<file path="src/rtl/mux_gadget_pkg.sv">
// Shared definitions for the glitch-free 2:1 gadget mux and its control sequencer.
package mux_gadget_pkg;

    // Source encodings carried on req_src and cur_src
    localparam logic [1:0] SRC_PARK = 2'd0;
    localparam logic [1:0] SRC_FF   = 2'd1;
    localparam logic [1:0] SRC_TT   = 2'd2;
    localparam logic [1:0] SRC_XX   = 2'd3;

    // Sequencer states; encodings kept fixed so older tooling and dumps stay comparable
    typedef enum logic [2:0] {
        ST_IDLE    = 3'd0,
        ST_PARK    = 3'd1,
        ST_STEP_A1 = 3'd2,
        ST_STEP_A2 = 3'd3,
        ST_ENGAGE  = 3'd4,
        ST_DONE    = 3'd5
    } seq_state_e;

    // Final {dataA_2, dataA_1, sel} for a source. For XX the dataA_1 bit is a
    // don't-care (masked by dataA_2) and for PARK only sel matters; callers
    // must treat those bits accordingly.
    function automatic logic [2:0] src_to_ctrl(input logic [1:0] src);
        logic [2:0] ctrl;
        case (src)
            SRC_PARK: ctrl = 3'b000;
            SRC_FF:   ctrl = 3'b001;
            SRC_TT:   ctrl = 3'b011;
            SRC_XX:   ctrl = 3'b101;
            default:  ctrl = 3'b000;
        endcase
        return ctrl;
    endfunction

endpackage

</file>
<file path="src/rtl/settle_timer.sv">
// Load-and-count-down hold timer. zero marks an idle timer; expire marks the
// edge on which the count reaches zero, so a hold of N cycles ends N edges
// after the load edge.
module settle_timer #(
    parameter int unsigned CNT_W = 4
) (
    input  logic             clk,
    input  logic             rst_n,
    input  logic             load,
    input  logic [CNT_W-1:0] load_val,
    output logic             zero,
    output logic             expire
);

    logic [CNT_W-1:0] cnt_r;

    // Count register: load has priority, otherwise decrement and stick at zero
    always_ff @(posedge clk) begin
        if (!rst_n) begin
            cnt_r <= {CNT_W{1'b0}};
        end else if (load) begin
            cnt_r <= load_val;
        end else if (cnt_r != {CNT_W{1'b0}}) begin
            cnt_r <= cnt_r - CNT_W'(1);
        end else begin
            cnt_r <= cnt_r;
        end
    end

    assign zero   = (cnt_r == {CNT_W{1'b0}});
    assign expire = (cnt_r == CNT_W'(1));

endmodule

</file>
<file path="src/rtl/glitchless_mux_sel_sequencer.sv">
// Break-before-make sequencer for the gadget mux control lines. Moves
// {dataA_2, dataA_1, sel} one bit per edge, with sel low whenever a dataA
// bit moves, and holds each change for SETTLE_CYCLES before the next.
module glitchless_mux_sel_sequencer
    import mux_gadget_pkg::*;
#(
    parameter int unsigned SETTLE_CYCLES = 2,
    parameter int unsigned CNT_W         = 4
) (
    input  logic       clk,
    input  logic       rst_n,
    input  logic       req_valid,
    input  logic [1:0] req_src,
    output logic       req_ready,
    output logic       sel,
    output logic       dataA_2,
    output logic       dataA_1,
    output logic       busy,
    output logic       done,
    output logic [1:0] cur_src
);

    seq_state_e state_r;
    seq_state_e step_s;
    logic [1:0] tgt_r;
    logic [1:0] cur_src_r;
    logic       sel_r;
    logic       data_a2_r;
    logic       data_a1_r;
    logic       busy_r;
    logic       done_r;
    logic [2:0] tgt_ctrl_s;
    logic       need_a1_s;
    logic       need_a2_s;
    logic       active_s;
    logic       go_s;
    logic       tmr_load_s;
    logic       tmr_zero_s;
    logic       tmr_expire_s;

    // Choose the single next control change (or completion) from the current lines and target
    always_comb begin
        tgt_ctrl_s = src_to_ctrl(tgt_r);
        // dataA_1 only matters for FF/TT; it is masked whenever dataA_2 is high
        need_a1_s  = tgt_ctrl_s[0] && !tgt_ctrl_s[2] && (data_a1_r != tgt_ctrl_s[1]);
        need_a2_s  = tgt_ctrl_s[0] && (data_a2_r != tgt_ctrl_s[2]);
        if (sel_r && (!tgt_ctrl_s[0] || need_a1_s || need_a2_s)) begin
            step_s = ST_PARK;
        end else if (need_a1_s) begin
            step_s = ST_STEP_A1;
        end else if (need_a2_s) begin
            step_s = ST_STEP_A2;
        end else if (tgt_ctrl_s[0] && !sel_r) begin
            step_s = ST_ENGAGE;
        end else begin
            step_s = ST_DONE;
        end
    end

    // Advance when a hold expires, or immediately on entry from IDLE (timer already idle)
    always_comb begin
        active_s   = (state_r == ST_PARK) || (state_r == ST_STEP_A1) ||
                     (state_r == ST_STEP_A2) || (state_r == ST_ENGAGE);
        go_s       = active_s && (tmr_zero_s || tmr_expire_s);
        tmr_load_s = go_s && (step_s != ST_DONE);
    end

    settle_timer #(
        .CNT_W (CNT_W)
    ) u_settle_timer (
        .clk      (clk),
        .rst_n    (rst_n),
        .load     (tmr_load_s),
        .load_val (CNT_W'(SETTLE_CYCLES)),
        .zero     (tmr_zero_s),
        .expire   (tmr_expire_s)
    );

    // Sequencer state, control lines and status registers
    always_ff @(posedge clk) begin
        if (!rst_n) begin
            state_r   <= ST_IDLE;
            tgt_r     <= SRC_PARK;
            cur_src_r <= SRC_PARK;
            sel_r     <= 1'b0;
            data_a2_r <= 1'b0;
            data_a1_r <= 1'b0;
            busy_r    <= 1'b0;
            done_r    <= 1'b0;
        end else begin
            done_r <= 1'b0;
            case (state_r)
                ST_IDLE: begin
                    if (req_valid) begin
                        tgt_r   <= req_src;
                        busy_r  <= 1'b1;
                        state_r <= ST_PARK;
                    end else begin
                        state_r <= ST_IDLE;
                    end
                end
                ST_PARK, ST_STEP_A1, ST_STEP_A2, ST_ENGAGE: begin
                    if (go_s) begin
                        state_r <= step_s;
                        case (step_s)
                            ST_PARK:    sel_r     <= 1'b0;
                            ST_STEP_A1: data_a1_r <= ~data_a1_r;
                            ST_STEP_A2: data_a2_r <= ~data_a2_r;
                            ST_ENGAGE:  sel_r     <= 1'b1;
                            ST_DONE: begin
                                done_r    <= 1'b1;
                                busy_r    <= 1'b0;
                                cur_src_r <= tgt_r;
                            end
                            default:    state_r   <= ST_IDLE;
                        endcase
                    end else begin
                        state_r <= state_r;
                    end
                end
                ST_DONE: begin
                    state_r <= ST_IDLE;
                end
                default: begin
                    state_r <= ST_IDLE;
                    busy_r  <= 1'b0;
                end
            endcase
        end
    end

    assign req_ready = (state_r == ST_IDLE);
    assign sel       = sel_r;
    assign dataA_2   = data_a2_r;
    assign dataA_1   = data_a1_r;
    assign busy      = busy_r;
    assign done      = done_r;
    assign cur_src   = cur_src_r;

endmodule
</file>
<file path="config.mk">
export PLATFORM = sky130hd
export DESIGN_NAME = glitchless_mux_sel_sequencer
export DESIGN_NICKNAME = d
export VERILOG_FILES = /design/src/rtl/mux_gadget_pkg.sv /design/src/rtl/settle_timer.sv /design/src/rtl/glitchless_mux_sel_sequencer.sv
export SDC_FILE = /design/constraint.sdc
export NUM_CORES = 1
export LEC_CHECK = 0
export ABC_AREA = 1
export BUFFER_PORTS_ARGS = -buffer_cell sky130_fd_sc_hd__buf_2
export CAP_MARGIN = 20
export CORE_MARGIN = 1.5
export CORE_UTILIZATION = 55
export DETAILED_ROUTE_END_ITERATION = 7
export PLACE_DENSITY_LB_ADDON = 0.05
export SLEW_MARGIN = 20
export SYNTH_ARGS = -nofsm -noshare
export SYNTH_HDL_FRONTEND = slang
export SYNTH_SLANG_ARGS = --single-unit
</file>
<file path="constraint.sdc">
create_clock -name clk -period 2.55 [get_ports clk]
set_input_delay 0.3825 -clock clk [delete_from_list [all_inputs] [get_ports clk]]
set_output_delay 0.3825 -clock clk [all_outputs]
set_load 0.05 [all_outputs]
</file>
==> results of run 1 <==
## metrics by stage
stage	cells	power, mW	util
after global routing	160	1.40	0.662
after global placement	156	1.12	0.638
after floorplan	129	0.995	-
after CTS	160	1.30	0.662
final	160	1.30	0.662
after detailed placement	156	1.13	0.638
## synth_stat cells (all sizes together)
cell,number
nand2,34
inv,22
nor2,18
dfxtp,16
a21oi,11
nand3,8
o21ai,8
ha,3
nand4,3
nor3,3
clkbuf,1
clkinv,1
o22ai,1
## where the power goes
part,total [mW],switching (mW),internal (mW),leakage (nW)
Clock,0.170,0.0829,0.0871,0.0210
Sequential,0.369,0.0540,0.315,0.131
Combinational,0.756,0.536,0.220,0.335
Total,1.30,0.673,0.622,0.487
## registers in the layout (all words and copies together), names as in the netlist
register,cells
busy,1
dataA_2,1
state_r,3
cur_src,2
dataA_1,1
sel,1
done,1
tgt_r,2
u_settle_timer.cnt_r,4
## area by class of cell
| type | count | area [µm²] | share of cell area |
|---|---|---|---|
| tap | 16 | 20.0 | 0.0201 |
| sequential | 16 | 320 | 0.321 |
| timing repair buffer | 12 | 60.1 | 0.0602 |
| clock buffer | 4 | 36.3 | 0.0364 |
| inverter | 23 | 86.3 | 0.0866 |
| multi-input combinational | 89 | 474 | 0.476 |
## worst max-delay path: cells and delay by family, from the launching register on
| kind | cells | cell delay (ns) |
|---|---|---|
| flops | 1 | 0.34 |
| buf+inv | 2 | 0.32 |
| simple gates | 2 | 0.22 |
## cells by family after synthesis
logic type | Yosys count | share of synthesized area
AOI/OAI and AO/OA | 20 | 0.115
adders and majority gates | 3 | 0.0424
buffers and inverters | 24 | 0.102
DFF | 16 | 0.362
and+or+nand+nor | 66 | 0.379
## final timing paths
| path | startpoint | endpoint | slack [ns] | cells past startpoint |
|---|---|---|---|---|
| setup / recovery | state_r[0]$_SDFFE_PN0N_ | req_ready | 0.99 | 4 |
| hold / removal | req_src[1] | tgt_r[1]$_SDFFE_PN0P_ | 0.39 | 3 |
| setup reg to reg | tgt_r[1]$_SDFFE_PN0P_ | u_settle_timer.cnt_r[2]$_SDFFE_PP0P_ | 1.06 | 10 |
| hold reg to reg | u_settle_timer.cnt_r[3]$_SDFFE_PP0P_ | u_settle_timer.cnt_r[3]$_SDFFE_PP0P_ | 0.46 | 2 |
## routing by layer
layer,global-route usage,part of all wire,vias to the layer above
met5,0,0,-
met4,0.121,0.014,0
met3,0.0426,0.029,4
met2,0.334,0.48,13
met1,0.253,0.48,357
li1,-,-,441
==> results.txt, run 1 <==
Clock Pin Slew Worst Setup and Hold Paths - 0.09 ns
Die footprint - 1860 µm²
Yosys reg bits - 16
Min-delay worst type - in2reg
PwrDens - 1300 nW/µm²
Top-area cell type share of the netlist area - 0.362
Fin. Hold Viols - 0
Antenna diode count - 0
FMAX - 0.642 GHz
I/O pins - 13
Area Growth Syn to Fin - 12.7%
Startpoint type of the worst setup path - register
Antenna violations before repair - 0
Final setup fails - 0
CTS Hold Bufs - 0
Vias in the first global route - 723
Clk Latency, worst-skew pair - 0.29 ns
CORE AREA - 1510 µm²
WP data required - 2.17 ns
Estimated wirelength of the detail-placed design - 1.34 mm
CTS tree - built
Avg Cell Area, Syn - 6.86 µm²
Total grt overflow - 0
Fillers - 144
Std cell rows - 14
Lkg Pwr - 0.487 nW
Post-CTS sizing - 0
CTS Buf Count - 3
Slowest-stage cell, CP - dfxtp_1
Placed cell area - 961 µm²
Crit Path Category - reg2out
Crit path max fanout - 4
# port buffers - 12
Die W - 43.1 µm
Commonest non-fill, non-tap cell in the layout - nand2_1
Clock sink count - 16
Crit-path cells - nor2_1, nand2_2, inv_1, buf_2
Max Buffers Root-to-Sink - 2
Worst Setup End Kind - output pin
Hold Slack - 0.390 ns
Sequential share of the synthesized area - 0.362
Largest cells by area after synthesis - dfxtp_1 (36%), nand2_1 (11%), inv_1 (6.4%), a21oi_1 (6.2%), nor2_1 (5.9%)
Starting Density - 0.587
Slowest stage delay, CP - 0.34 ns
Final Cell Area - 997 µm²
Drt via density - 5.09
Status - finished clean
First-pass GRT wire length - 2.86 mm
DR WL/cell - 10.4 µm
Setup bufs post-CTS - 0
Post-synthesis cell area - 885 µm²
Largest net degree at the start of global routing - 11
RSZ-0062 raised after global routing - no
Post-Synthesis Cells - 129
Root Buffer - clkbuf_4
Total global-route track usage - 0.208
H-tree depth - 1
Synth area leader - dfxtp_1
First-pass detailed-route iteration total - 4
Peak VDD IR - 0.785 mV
Min Clock Period, post-route - 1.56 ns
Syn_nets - 137
Clock Skew - 0.00121 ns
Final nets - 153
Via count - 815
Gpl congestion - 0.866
Die extent in y - 43.1 µm
Slew of the pin with the lowest slew margin - 0.248 ns
Slew margin rel. - 0.836
Leading cell types in the layout, fill and taps excluded - nand2_1 (27), dfxtp_1 (16), inv_1 (15), nor2_1 (14), buf_2 (12)
Post-DRT Antenna Nets - 0
Fin worst setup slack - 0.992 ns
DRC viols - 0
Yosys Warn Count - 0
Layout cells sized above 1 - 0.250
CP Data Arrival Time - 1.18 ns
Netlist cell types - 21
Post-place setup slack - 1.08 ns
Max Slew Vio Count - 0
Drt total wl - 1.67 mm
Max_cap viols - 0
Setup TNS - 0 ns
Final Cycle Share - 0.611
Initial DRC Count - 17
No activity file was read; power rests on OpenSTA's default activity.
==> run 2, diff against run 1 <==
- CORE_UTILIZATION: 55 -> 49
- clock period: 2.55 -> 1.3 ns (I/O delays scaled with it)
==> results.txt, run 2 (same netlist as run 1, synthesis figures left out) <==
Status - complete, but fails checks
Failing checks - setup timing
Net switching share of the total power - 0.527 (+0.00796)
Max reg flops - 4 (unchanged)
Estimated wirelength of the detail-placed design - 1.35 mm (+0.66%)
Largest net degree at the start of global routing - 11 (unchanged)
Antenna violations before repair - 0 (unchanged)
Initial DRC Count - 10 (-7)
Crit Path Category - reg2reg
Worst Setup End Kind - register
Min-delay worst type - in2reg
RSZ-0062 raised after global routing - yes
Clk Latency, worst-skew pair - 0.31 ns (+0.02 ns)
CTS tree - built
Lkg Pwr - 0.568 nW (+17%)
# port buffers - 12 (unchanged)
Max Buffers Root-to-Sink - 2 (unchanged)
Total grt overflow - 0 (unchanged)
Setup TNS - -0.793 ns (-0.793 ns)
H-tree depth - 1 (unchanged)
WP data required - 1.55 ns (-0.62 ns)
Fin. Hold Viols - 0 (unchanged)
Clock Pin Slew Worst Setup and Hold Paths - 0.11 ns (+0.02 ns)
Final Cycle Share - 1.07
Peak VDD IR - 1.59 mV (+100%)
First-pass detailed-route iteration total - 4 (unchanged)
Layout cells sized above 1 - 0.581 (+0.331)
Max_cap viols - 0 (unchanged)
Std cell rows - 15 (+1)
Final setup fails - 13 (+13)
First-pass GRT wire length - 3.59 mm (+26%)
Startpoint type of the worst setup path - register
CORE AREA - 1710 µm² (+13%)
Switching component of the power - 1.83 mW (+170%)
Vias in the first global route - 823 (+14%)
Min Clock Period, post-route - 1.39 ns
Starting Density - 0.518 (-0.0693)
FMAX - 0.720 GHz
Area Growth Syn to Fin - 50.4%
Clock power share - 0.103 (-0.028)
DRC viols - 0 (unchanged)
Die W - 45.5 µm (+5.5%)
Largest registers - u_settle_timer.cnt_r x4, state_r x3
Drt via density - 5.08 (-0.31%)
CTS Hold Bufs - 0 (unchanged)
Largest Register - u_settle_timer.cnt_r
Internal power - 1.64 mW (+160%)
Via count - 914 (+12%)
Drt total wl - 2.41 mm (+44%)
Fin worst setup slack - -0.0898 ns (-1.08 ns)
Die extent in y - 45.5 µm (+5.5%)
Antenna diode count - 0 (unchanged)
Commonest non-fill, non-tap cell in the layout - nand2_1
Post-DRT Antenna Nets - 0 (unchanged)
Final nets - 164 (+7.2%)
Max Slew Vio Count - 0 (unchanged)
Root Buffer - clkbuf_4
Final Cell Area - 1330 µm² (+33%)
Crit path max fanout - 5 (+1)
Total global-route track usage - 0.244 (+0.0358)
Sequential share of power - 0.233 (-0.052)
DR WL/cell - 13.4 µm (+28%)
I/O pins - 13 (unchanged)
Clock Skew - 0.00956 ns (+0.00834 ns)
Leading cell types in the layout, fill and taps excluded - nand2_1 (18), nor2_1 (11), buf_2 (11), buf_4 (10)
Slew of the pin with the lowest slew margin - 0.349 ns (+0.101 ns)
Placed cell area - 1020 µm² (+6.5%)
Gpl congestion - 0.795 (-8.2%)
PwrDens - 2610 nW/µm² (+100%)
Clock sink count - 16 (unchanged)
Slew margin rel. - 0.767 (-0.0690)
Final Util - 0.779 (+0.117)
Comb pwr share - 0.664 (+0.080)
Die footprint - 2070 µm² (+11%)
CTS Buf Count - 3 (unchanged)
CP Data Arrival Time - 1.64 ns (+0.46 ns)
## run 2: area by class of cell
class | count | area (µm²)
Inverter | 23 | 104
Multi-Input combinational cell | 90 | 678
Tap cell | 25 | 31.3
Fill cell | 114 | 378
Timing Repair Buffer | 22 | 145
Sequential cell | 16 | 335
Clock buffer | 4 | 36.3
## run 2: critical path, cell delays in order, from the launching register on
cell and delay, ns:
dfxtp_4 0.42, ha_4 0.16, nand2_2 0.08, nand3_4 0.13, nand2_4 0.10, nand2_8 0.11, nand2_4 0.07, buf_4 0.15
nor3_4 0.11
## run 2: power by group through the flow
stage	clock network (mW)	registers, mW	logic (mW)
after floorplan	0	0.929	1.06
after global placement	0	0.734	1.57
after detailed placement	0	0.739	1.58
after CTS	0.349	0.792	2.02
after global routing	0.372	0.825	2.46
final	0.358	0.808	2.30
## run 2: per-layer routing
metal  share of wire  global-route usage
met5               0                   0
met4           0.022               0.124
met3           0.024              0.0397
met2            0.47               0.377
met1            0.48               0.323
## run 2: final timing paths
| kind | startpoint | to | slack (ns) | cells after the start |
|---|---|---|---|---|
| worst max register to register | tgt_r[1]$_SDFFE_PN0P_ | done$_SDFF_PN0_ | -0.09 | 8 |
| worst min register to register | u_settle_timer.cnt_r[3]$_SDFFE_PP0P_ | u_settle_timer.cnt_r[3]$_SDFFE_PP0P_ | 0.46 | 2 |
| worst min-delay path | req_src[1] | tgt_r[1]$_SDFFE_PN0P_ | 0.16 | 3 |
| worst max-delay path | tgt_r[1]$_SDFFE_PN0P_ | done$_SDFF_PN0_ | -0.09 | 8 |
## run 2: stage by stage
stage	cells	power (mW)	hold slack, ns	worst slack [ns]
2_1_floorplan	129	1.99	0.387	0.00372
3_3_place_gp	170	2.31	0.453	-0.0764
3_5_place_dp	170	2.32	0.446	-0.0847
4_1_cts	177	3.16	0.176	-0.0562
5_1_grt	180	3.66	0.197	-0.159
6_report	180	3.47	0.158	-0.0898
## run 2: what timing repair did
action | CTS | global route
setup endpoints to repair | 14 | 15
gates cloned | 1 | 0
resized for setup | 47 | 16
pin swaps | 16 | 20
buffers inserted | 2 | 3
